===== src/rtl/voxel_box_fill.sv =====
// Axis-aligned box fill engine: sweeps every voxel of an inclusive 3-D box
// (z fastest, then y, then x) and emits one memory write per enabled cycle.
module voxel_box_fill #(
  parameter int DATA_WIDTH  = 64,
  parameter int COORD_WIDTH = 6,
  parameter int ADDR_WIDTH  = 18
) (
  input  logic                   clk,
  input  logic                   rst,
  input  logic                   cmd_valid,
  output logic                   cmd_ready,
  input  logic [COORD_WIDTH-1:0] cmd_x0,
  input  logic [COORD_WIDTH-1:0] cmd_x1,
  input  logic [COORD_WIDTH-1:0] cmd_y0,
  input  logic [COORD_WIDTH-1:0] cmd_y1,
  input  logic [COORD_WIDTH-1:0] cmd_z0,
  input  logic [COORD_WIDTH-1:0] cmd_z1,
  input  logic [DATA_WIDTH-1:0]  cmd_data,
  input  logic                   hold,
  input  logic                   abort,
  output logic                   write_en,
  output logic [ADDR_WIDTH-1:0]  write_addr,
  output logic [DATA_WIDTH-1:0]  write_data,
  output logic                   busy,
  output logic                   done,
  output logic [1:0]             done_status
);

  localparam logic [1:0] ST_IDLE = 2'd0;
  localparam logic [1:0] ST_RUN  = 2'd1;
  localparam logic [1:0] ST_DONE = 2'd2;

  localparam logic [1:0] STAT_OK      = 2'b00;
  localparam logic [1:0] STAT_ABORTED = 2'b01;
  localparam logic [1:0] STAT_BAD_BOX = 2'b10;

  localparam logic [COORD_WIDTH-1:0] COORD_ONE = COORD_WIDTH'(1'b1);

  logic [1:0]             state_q,  state_d;
  logic [1:0]             status_q, status_d;
  logic                   rdy_q;
  logic [COORD_WIDTH-1:0] x_q, x_d, y_q, y_d, z_q, z_d;
  logic [COORD_WIDTH-1:0] x0_q, x0_d, x1_q, x1_d;
  logic [COORD_WIDTH-1:0] y0_q, y0_d, y1_q, y1_d;
  logic [COORD_WIDTH-1:0] z0_q, z0_d, z1_q, z1_d;
  logic [DATA_WIDTH-1:0]  data_q, data_d;

  logic                     accept_s;
  logic                     bad_box_s;
  logic [3*COORD_WIDTH-1:0] addr_s;

  // rdy_q keeps cmd_ready low until the first edge after reset releases.
  assign cmd_ready   = rdy_q && (state_q == ST_IDLE);
  assign accept_s    = cmd_valid && cmd_ready;
  assign bad_box_s   = (cmd_x0 > cmd_x1) || (cmd_y0 > cmd_y1) || (cmd_z0 > cmd_z1);
  assign write_en    = (state_q == ST_RUN) && !hold && !abort;
  assign addr_s      = {x_q, y_q, z_q};
  assign write_addr  = ADDR_WIDTH'(addr_s);
  assign write_data  = data_q;
  assign busy        = (state_q != ST_IDLE);
  assign done        = (state_q == ST_DONE);
  assign done_status = (state_q == ST_DONE) ? status_q : 2'b00;

  // Next-state, sweep counters and command latch.
  always_comb begin
    state_d  = state_q;
    status_d = status_q;
    x_d      = x_q;
    y_d      = y_q;
    z_d      = z_q;
    x0_d     = x0_q;
    x1_d     = x1_q;
    y0_d     = y0_q;
    y1_d     = y1_q;
    z0_d     = z0_q;
    z1_d     = z1_q;
    data_d   = data_q;
    case (state_q)
      ST_IDLE: begin
        if (accept_s) begin
          x0_d   = cmd_x0;
          x1_d   = cmd_x1;
          y0_d   = cmd_y0;
          y1_d   = cmd_y1;
          z0_d   = cmd_z0;
          z1_d   = cmd_z1;
          data_d = cmd_data;
          x_d    = cmd_x0;
          y_d    = cmd_y0;
          z_d    = cmd_z0;
          if (bad_box_s) begin
            state_d  = ST_DONE;
            status_d = STAT_BAD_BOX;
          end else begin
            state_d  = ST_RUN;
            status_d = STAT_OK;
          end
        end else begin
          state_d = ST_IDLE;
        end
      end
      ST_RUN: begin
        if (abort) begin
          state_d  = ST_DONE;
          status_d = STAT_ABORTED;
        end else if (hold) begin
          state_d = ST_RUN;
        end else if (z_q != z1_q) begin
          z_d = z_q + COORD_ONE;
        end else begin
          // Wrap compares against the upper bound, so coordinate 63 never overflows.
          z_d = z0_q;
          if (y_q != y1_q) begin
            y_d = y_q + COORD_ONE;
          end else begin
            y_d = y0_q;
            if (x_q != x1_q) begin
              x_d = x_q + COORD_ONE;
            end else begin
              state_d  = ST_DONE;
              status_d = STAT_OK;
            end
          end
        end
      end
      ST_DONE: begin
        state_d = ST_IDLE;
      end
      default: begin
        state_d = ST_IDLE;
      end
    endcase
  end

  // State and datapath registers.
  always_ff @(posedge clk or posedge rst) begin
    if (rst) begin
      state_q  <= ST_IDLE;
      status_q <= STAT_OK;
      rdy_q    <= 1'b0;
      x_q      <= '0;
      y_q      <= '0;
      z_q      <= '0;
      x0_q     <= '0;
      x1_q     <= '0;
      y0_q     <= '0;
      y1_q     <= '0;
      z0_q     <= '0;
      z1_q     <= '0;
      data_q   <= '0;
    end else begin
      state_q  <= state_d;
      status_q <= status_d;
      rdy_q    <= 1'b1;
      x_q      <= x_d;
      y_q      <= y_d;
      z_q      <= z_d;
      x0_q     <= x0_d;
      x1_q     <= x1_d;
      y0_q     <= y0_d;
      y1_q     <= y1_d;
      z0_q     <= z0_d;
      z1_q     <= z1_d;
      data_q   <= data_d;
    end
  end

endmodule


===== config.mk =====
export PLATFORM = sky130hd
export DESIGN_NAME = voxel_box_fill
export DESIGN_NICKNAME = d
export VERILOG_FILES = /design/src/rtl/voxel_box_fill.sv
export SDC_FILE = /design/constraint.sdc
export NUM_CORES = 1
export LEC_CHECK = 0
export CAP_MARGIN = 20
export CORE_AREA = 5 5 109 121
export CTS_CLUSTER_SIZE = 14
export DETAILED_ROUTE_END_ITERATION = 7
export DIE_AREA = 0 0 114 126
export GPL_TIMING_DRIVEN = 0
export PLACE_DENSITY = 0.94
export SYNTH_ARGS = -nofsm -noshare
export SYNTH_HDL_FRONTEND = slang
export SYNTH_SLANG_ARGS = --single-unit

===== constraint.sdc =====
create_clock -name clk -period 6.7 [get_ports clk]
set_input_delay 2.01 -clock clk [delete_from_list [all_inputs] [get_ports clk]]
set_output_delay 2.01 -clock clk [all_outputs]
set_load 0.005 [all_outputs]

==> results of run 1 <==
[cell type report]
class | count | share of cell area (%)
well taps | 154 | 2.270
plain buffers | 29 | 1.489
multi-input cells | 473 | 29.77
clock buffers | 18 | 5.175
flip-flops and latches | 117 | 34.50
inverters | 24 | 1.120
repair buffers | 193 | 22.97
clock inverters | 13 | 2.713
[kinds of logic after synthesis]
group / after synthesis
buffers and inverters: 53
AOI/OAI and AO/OA: 76
adders and majority gates: 21
other: 1
muxes: 8
xor gates and xnor gates: 26
DFF: 117
and+or+nand+nor: 341
[critical path: cells and delay by family]
family | cells | cell delay (ns)
buffers and inverters | 2 | 1.08
AND/OR/NAND/NOR | 1 | 0.22
[metrics by stage]
step | setup TNS [ns] | hold slack (ns) | setup WS (ns) | util (%) | instance area [um2]
6_report | 0 | 0.4729 | 1.385 | 71.78 | 8487
5_1_grt | 0 | 0.4992 | 1.310 | 71.78 | 8487
4_1_cts | 0 | 0.4740 | 1.407 | 71.78 | 8487
3_5_place_dp | 0 | 0.4611 | 1.412 | 66.12 | 7818
3_3_place_gp | -12.79 | 0.4552 | -0.1176 | 65.84 | 7785
2_1_floorplan | 0 | 0.4408 | 1.589 | - | 5670
[metal layers]
metal	track usage (%)	vias to the layer above
li1	-	2503
met1	26.90	2485
met2	43.11	224
met3	8.349	32
met4	9.085	0
met5	0	-
[state kept, by name (all words and copies together) (netlist names)]
| signal | count |
|---|---|
| y0_q | 6 |
| rdy_q | 1 |
| z0_q | 6 |
| status_q | 2 |
| x1_q | 6 |
| z_q | 6 |
| z1_q | 6 |
| write_data | 64 |
| x_q | 6 |
| y1_q | 6 |
| y_q | 6 |
| state_q | 2 |
[power by group]
part	switching, W	internal [W]
clock network	0.000334	0.000704
logic	0.000417	0.000519
registers	0.000180	0.000906
[worst max-delay path by stage]
stage	from	end	slack, ns	cells after the start
finish	abort	write_en	1.38	3
global route	abort	write_en	1.31	3
CTS	abort	write_en	1.41	3
detailed placement	abort	write_en	1.41	3
global placement	rst	x_q[5]	-0.12	2
floorplan	rst	rdy_q	1.59	1
[layout by cell type, fill, tap and decap left out, drive strengths merged, types with 2 or more instances in the layout]
master and instances:
nand2 282, clkdlybuf4s50 192, dfrtp 117, clkbuf 43, o21ai 28, inv 24
ha 21, nor2 19, xor2 15, a21oi 14, nand3 11, xnor2 11
o211ai 6, bufinv 6, nand2b 6, mux2i 5, a31oi 5, buf 5
and3 4, nand4 4, nor2b 4, a211oi 4, and2 4, clkinv 4
mux2 3, clkinvlp 3, nor3 3, nor4 2, or2 2, o22ai 2
a22o 2, a21o 2
==> qor.txt, run 1 <==
Die Wd: 114 um
mux cell area share after synthesis: 1.478%
Num Clock Sinks: 117
CP Max Fanout: 7
total power: 0.003059 W
WL per Instance: 16.91 um
skew final: 0.009216 ns
Filler cells: 839
Met2 Wirelength: 8963 um
total grt overflow: 0
Area Growth Syn to Fin: 49.67%
Compound-Gate Fraction of Synth Area: 9.267%
CP Launch Type: input port
vias in the first global route: 5,597
Initial Util: 47.96%
Top FF cell, synth: dfrtp_1
Iter 0 DRT Violations: 258
Max H-tree Level: 4
ranking of synthesized cells by area: dfrtp_1 52%, nand2_1 19%, ha_1 4.6%
Static Leak: 4.056 nW
Fin. Hold Viols: 0
# setup viols final: 0
CTS tree: done
VDD IR max: 0.0002227 V
Top-Level Pins: 193
Metal-1 WL: 6359 um
# rows: 42
FF+latch count, synth: 117
Post-Syn Nets: 769
Final Cycle Share: 79.33%
area leader, netlist: dfrtp_1
final wirelength: 17,270 um
DRC Markers: 0
gr usage total: 24.40%
wire length on met3: 1574 um
post-synth top area share: 51.63%
Diodes inserted: 0
PortBufs: 192
Syn Inst Count: 643
Slew HR: 44.41%
R2R Setup Slk: 4.46 ns
Final Non-Filler Cells: 1,021
pwr dens: 360.4 nW/um2
CTS resizes: 0
xor/xnor share of the synthesized area: 4.016%
Setup CP Type: in2out
Top Layer Used: met4
dpl cells: 990
Post-CTS Setup Bufs: 0
Multi-input gate area: 2526 um2
r2r worst-path depth: 6
sequential cell area fraction in the yosys report: 51.63%
RSZ-0062 raised after global routing: no
outcome: complete, no violations
FF+latch area: 2928 um2
vias: 5,244
ys async rst share: 100.0%
HPWL Detailed: 12,640 um
Slowest-stage cell, CP: clkdlybuf4s50_1
post-route ant nets: 0
core region area: 11,820 um2
Hold/Removal Path Class: reg2reg
Min Clock Period, post-route: 5.315 ns
Final Max Slew Viols: 0
Max Freq: 188.1 MHz
hold depth: 2
Root Buffer Master: clkbuf_16
worst slew pin tran: 0.8309 ns
Placer Congestion: 0.8738
layout cells sized above 1: 6.805%
warnings from Yosys: 0
Worst R2R Start: state_q[1]
top-count cell post-synth: nand2_1
CTS Buffer Depth: 2
Skew-Pair Late Insertion Delay: 0.41 ns
die area: 14,360 um2
first-pass GRT wire length: 27,630 um
fin nets: 981
largest net degree at the start of global routing: 66
hold_sp: write_data[45]
Syn Area/Cell: 8.819 um2
Cell Area, Synth: 5670 um2
max cap viols: 0
Adder-Cell Fraction of Synth Area: 4.634%
cell mode on critical path: clkdlybuf4s50_1
post-synthesis cell type count: 53
critical path required time: 4.69 ns
Post-synth EDFFs: 0
CTS clk-pin slew, worst paths: 0.05 ns
hold buffer count at CTS: 0
r2r endpoint: y_q[0]
crit-path max cell delay: 0.55 ns
CP arrival: 3.31 ns
DRT Pass-1 Iters: 6
hold endpoint: write_data[45]
CTS Buf Count: 17
largest family of logic cells by synthesized area: simple AND/OR/NAND/NOR gates
critical-path cell list: clkdlybuf4s50_1, nor3_1, clkdlybuf4s50_1
Synth top cells by count: 280 x nand2_1, 117 x dfrtp_1, 25 x clkbuf_1, 24 x inv_1, 22 x o21ai_0
Synth Area in Simple Gates: 25.09%
number of antenna violations at the first check in global routing: 0
Critical Path End Type: output port
Via density: 5.136
Die Y: 126 um
(Power assumes the default switching activity.)
==> run 2, diff against run 1 <==
CORE_AREA = 5 5 119 132   (was 5 5 109 121)
DIE_AREA = 0 0 124 137   (was 0 0 114 126)
PLACE_DENSITY = 0.85   (was 0.94)
clock period = 4.81 ns   (was 6.7 ns; I/O delays follow)
==> run 2 against run 1 <==
Against the previous run: total power increased by 33%; design area fell by 0.34%; register-to-register slack lost 2.0 ns; critical path depth is the same.
==> qor.txt, run 2 (synthesis gave the netlist of run 1 again) <==
outcome: complete, no violations (unchanged)
Die Y: 137 um (was 126 um)
Initial Util: 39.89% (was 47.96%)
layout cells sized above 1: 6.467% (was 6.805%)
Min Clock Period, post-route: 4.323 ns
most common library cell in the layout ignoring fill and taps: nand2_1 (unchanged)
CTS clk-pin slew, worst paths: 0.05 ns (about the same)
Via density: 4.845 (was 5.136)
Fin. Hold Viols: 0 (unchanged)
worst slew pin tran: 0.8107 ns (was 0.8309 ns)
Final Max Slew Viols: 0 (unchanged)
Hold/Removal Path Class: reg2reg (unchanged)
DRC Markers: 0 (unchanged)
CTS Buffer Depth: 2 (unchanged)
Area Growth Syn to Fin: 49.16% (was 49.67%)
total power: 0.004083 W (was 0.003059 W)
Buf/Inv on CP: 2 (unchanged)
gr usage total: 20.60% (was 24.40%)
max FFs per register: 64 (unchanged)
# setup viols final: 0 (unchanged)
die area: 16,990 um2 (was 14,360 um2)
Skew-Pair Late Insertion Delay: 0.42 ns (was 0.41 ns)
Slew HR: 45.75% (was 44.41%)
Placer Congestion: 0.8623 (was 0.8738)
Root Buffer Master: clkbuf_16 (unchanged)
HPWL Detailed: 12,660 um (was 12,640 um)
total grt overflow: 0 (unchanged)
most frequent cells in the layout: 280 x nand2_1, 192 x clkdlybuf4s50_1, 117 x dfrtp_1 (unchanged)
CTS Buf Count: 17 (unchanged)
max cap viols: 0 (unchanged)
hold buffer count at CTS: 0 (unchanged)
Critical Path End Type: output port (unchanged)
Max H-tree Level: 4 (unchanged)
vias in the first global route: 5,288 (was 5,597)
critical path required time: 3.37 ns (was 4.69 ns)
Num Clock Sinks: 117 (unchanged)
CTS tree: done (unchanged)
largest net degree at the start of global routing: 63 (was 66)
pre-CTS setup slack: 0.4874 ns (was 1.412 ns)
PortBufs: 192 (unchanged)
final wirelength: 16,980 um (was 17,270 um)
setup slack after layout: 0.4865 ns (was 1.385 ns)
Static Leak: 4.027 nW (was 4.056 nW)
cell mode on critical path: clkdlybuf4s50_1 (unchanged)
Slowest-stage cell, CP: clkdlybuf4s50_1 (unchanged)
fin nets: 981 (unchanged)
post-route ant nets: 0 (unchanged)
Die Wd: 124 um (was 114 um)
Global Route met1 Usage: 24.06% (was 26.90%)
delay-heaviest family, CP: buffers and inverters (unchanged)
core region area: 14,220 um2 (was 11,820 um2)
Max Freq: 231.3 MHz
crit-path max cell delay: 0.62 ns (was 0.55 ns)
CTS resizes: 0 (unchanged)
skew final: 0.008953 ns (was 0.009216 ns)
Final Cycle Share: 89.89%
first-pass GRT wire length: 26,650 um (was 27,630 um)
RSZ-0062 raised after global routing: no (unchanged)
Iter 0 DRT Violations: 227 (was 258)
vias: 5,126 (was 5,244)
CP Max Fanout: 7 (unchanged)
Diodes inserted: 0 (unchanged)
number of antenna violations at the first check in global routing: 0 (unchanged)
M3 GR Usage: 7.317% (was 8.349%)
critical-path cell list: clkdlybuf4s50_1, nor3_1, clkdlybuf4s50_1 (unchanged)
DRT Pass-1 Iters: 4 (was 6)
pwr dens: 482.7 nW/um2 (was 360.4 nW/um2)
VDD IR max: 0.0002117 V (was 0.0002227 V)
Top-Level Pins: 193 (unchanged)
met2 Use GR: 34.30% (was 43.11%)
CP Launch Type: input port (unchanged)
busiest grt layer: met2 (unchanged)
# rows: 46 (was 42)
Setup CP Type: in2out (unchanged)
CP arrival: 2.88 ns (was 3.31 ns)
Post-CTS Setup Bufs: 0 (unchanged)
WL per Instance: 16.05 um (was 16.91 um)
run 2: cell count changes in the layout (fill, tap and decap cells not counted), sizes merged:
cell      delta
clkbuf       +1
clkinv       +1
clkinvlp     -1
bufinv       -2
run 2: final timing paths:
kind	depth (start not counted)	from	end	slack (ns)
hold / removal	2	write_data[54]	write_data[54]	0.47
setup reg to reg	6	state_q[1]	y0_q[1]	2.48
min in group asynchronous	2	rst	write_data[28]	1.45
max in group asynchronous	3	rst	x1_q[2]	2.66
setup / recovery	3	abort	write_en	0.49
hold reg to reg	2	write_data[54]	write_data[54]	0.47
run 2: worst min-delay path, delay by kind of cell, from the launching register on:
kind	cells	cell delay, ns
flip-flops	1	0.33
AND/OR/NAND/NOR	2	0.10
run 2: final cells by class:
class | instances | area, um2
Inverter | 24 | 95.09
Timing Repair Buffer | 193 | 1949
Sequential cell | 117 | 2928
Multi-Input combinational cell | 473 | 2526
Tap cell | 192 | 240.2
Clock buffer | 19 | 432.9
Buffer | 29 | 126.4
Fill cell | 1196 | 5758
Clock inverter | 11 | 160.2
run 2: stage by stage:
step	TNS [ns]	hold slack (ns)	instance area (um2)	utilization, %	std cells
floorplan	0	0.4408	5670	-	643
global placement	-187.81	0.4547	7833	55.10	1027
detailed placement	0	0.4615	7865	55.32	1028
CTS	0	0.4747	8458	59.50	1058
global route	0	0.4917	8458	59.50	1058
finish	0	0.4667	8458	59.50	1058
run 2: per-layer routing:
metal,vias to the layer above,part of all wire [%]
met4,0,2.2
met1,2397,41
met5,-,0
met3,25,8.2
li1,2512,-
met2,192,49
run 2: where the power goes:
part	internal [W]	leakage (nW)	total [W]	switching, W
clock network	0.000854	0.288	0.00129	0.000434
registers	0.00126	1.44	0.00151	0.000244
logic	0.000721	2.30	0.00129	0.000569
total	0.00284	4.03	0.00408	0.00125
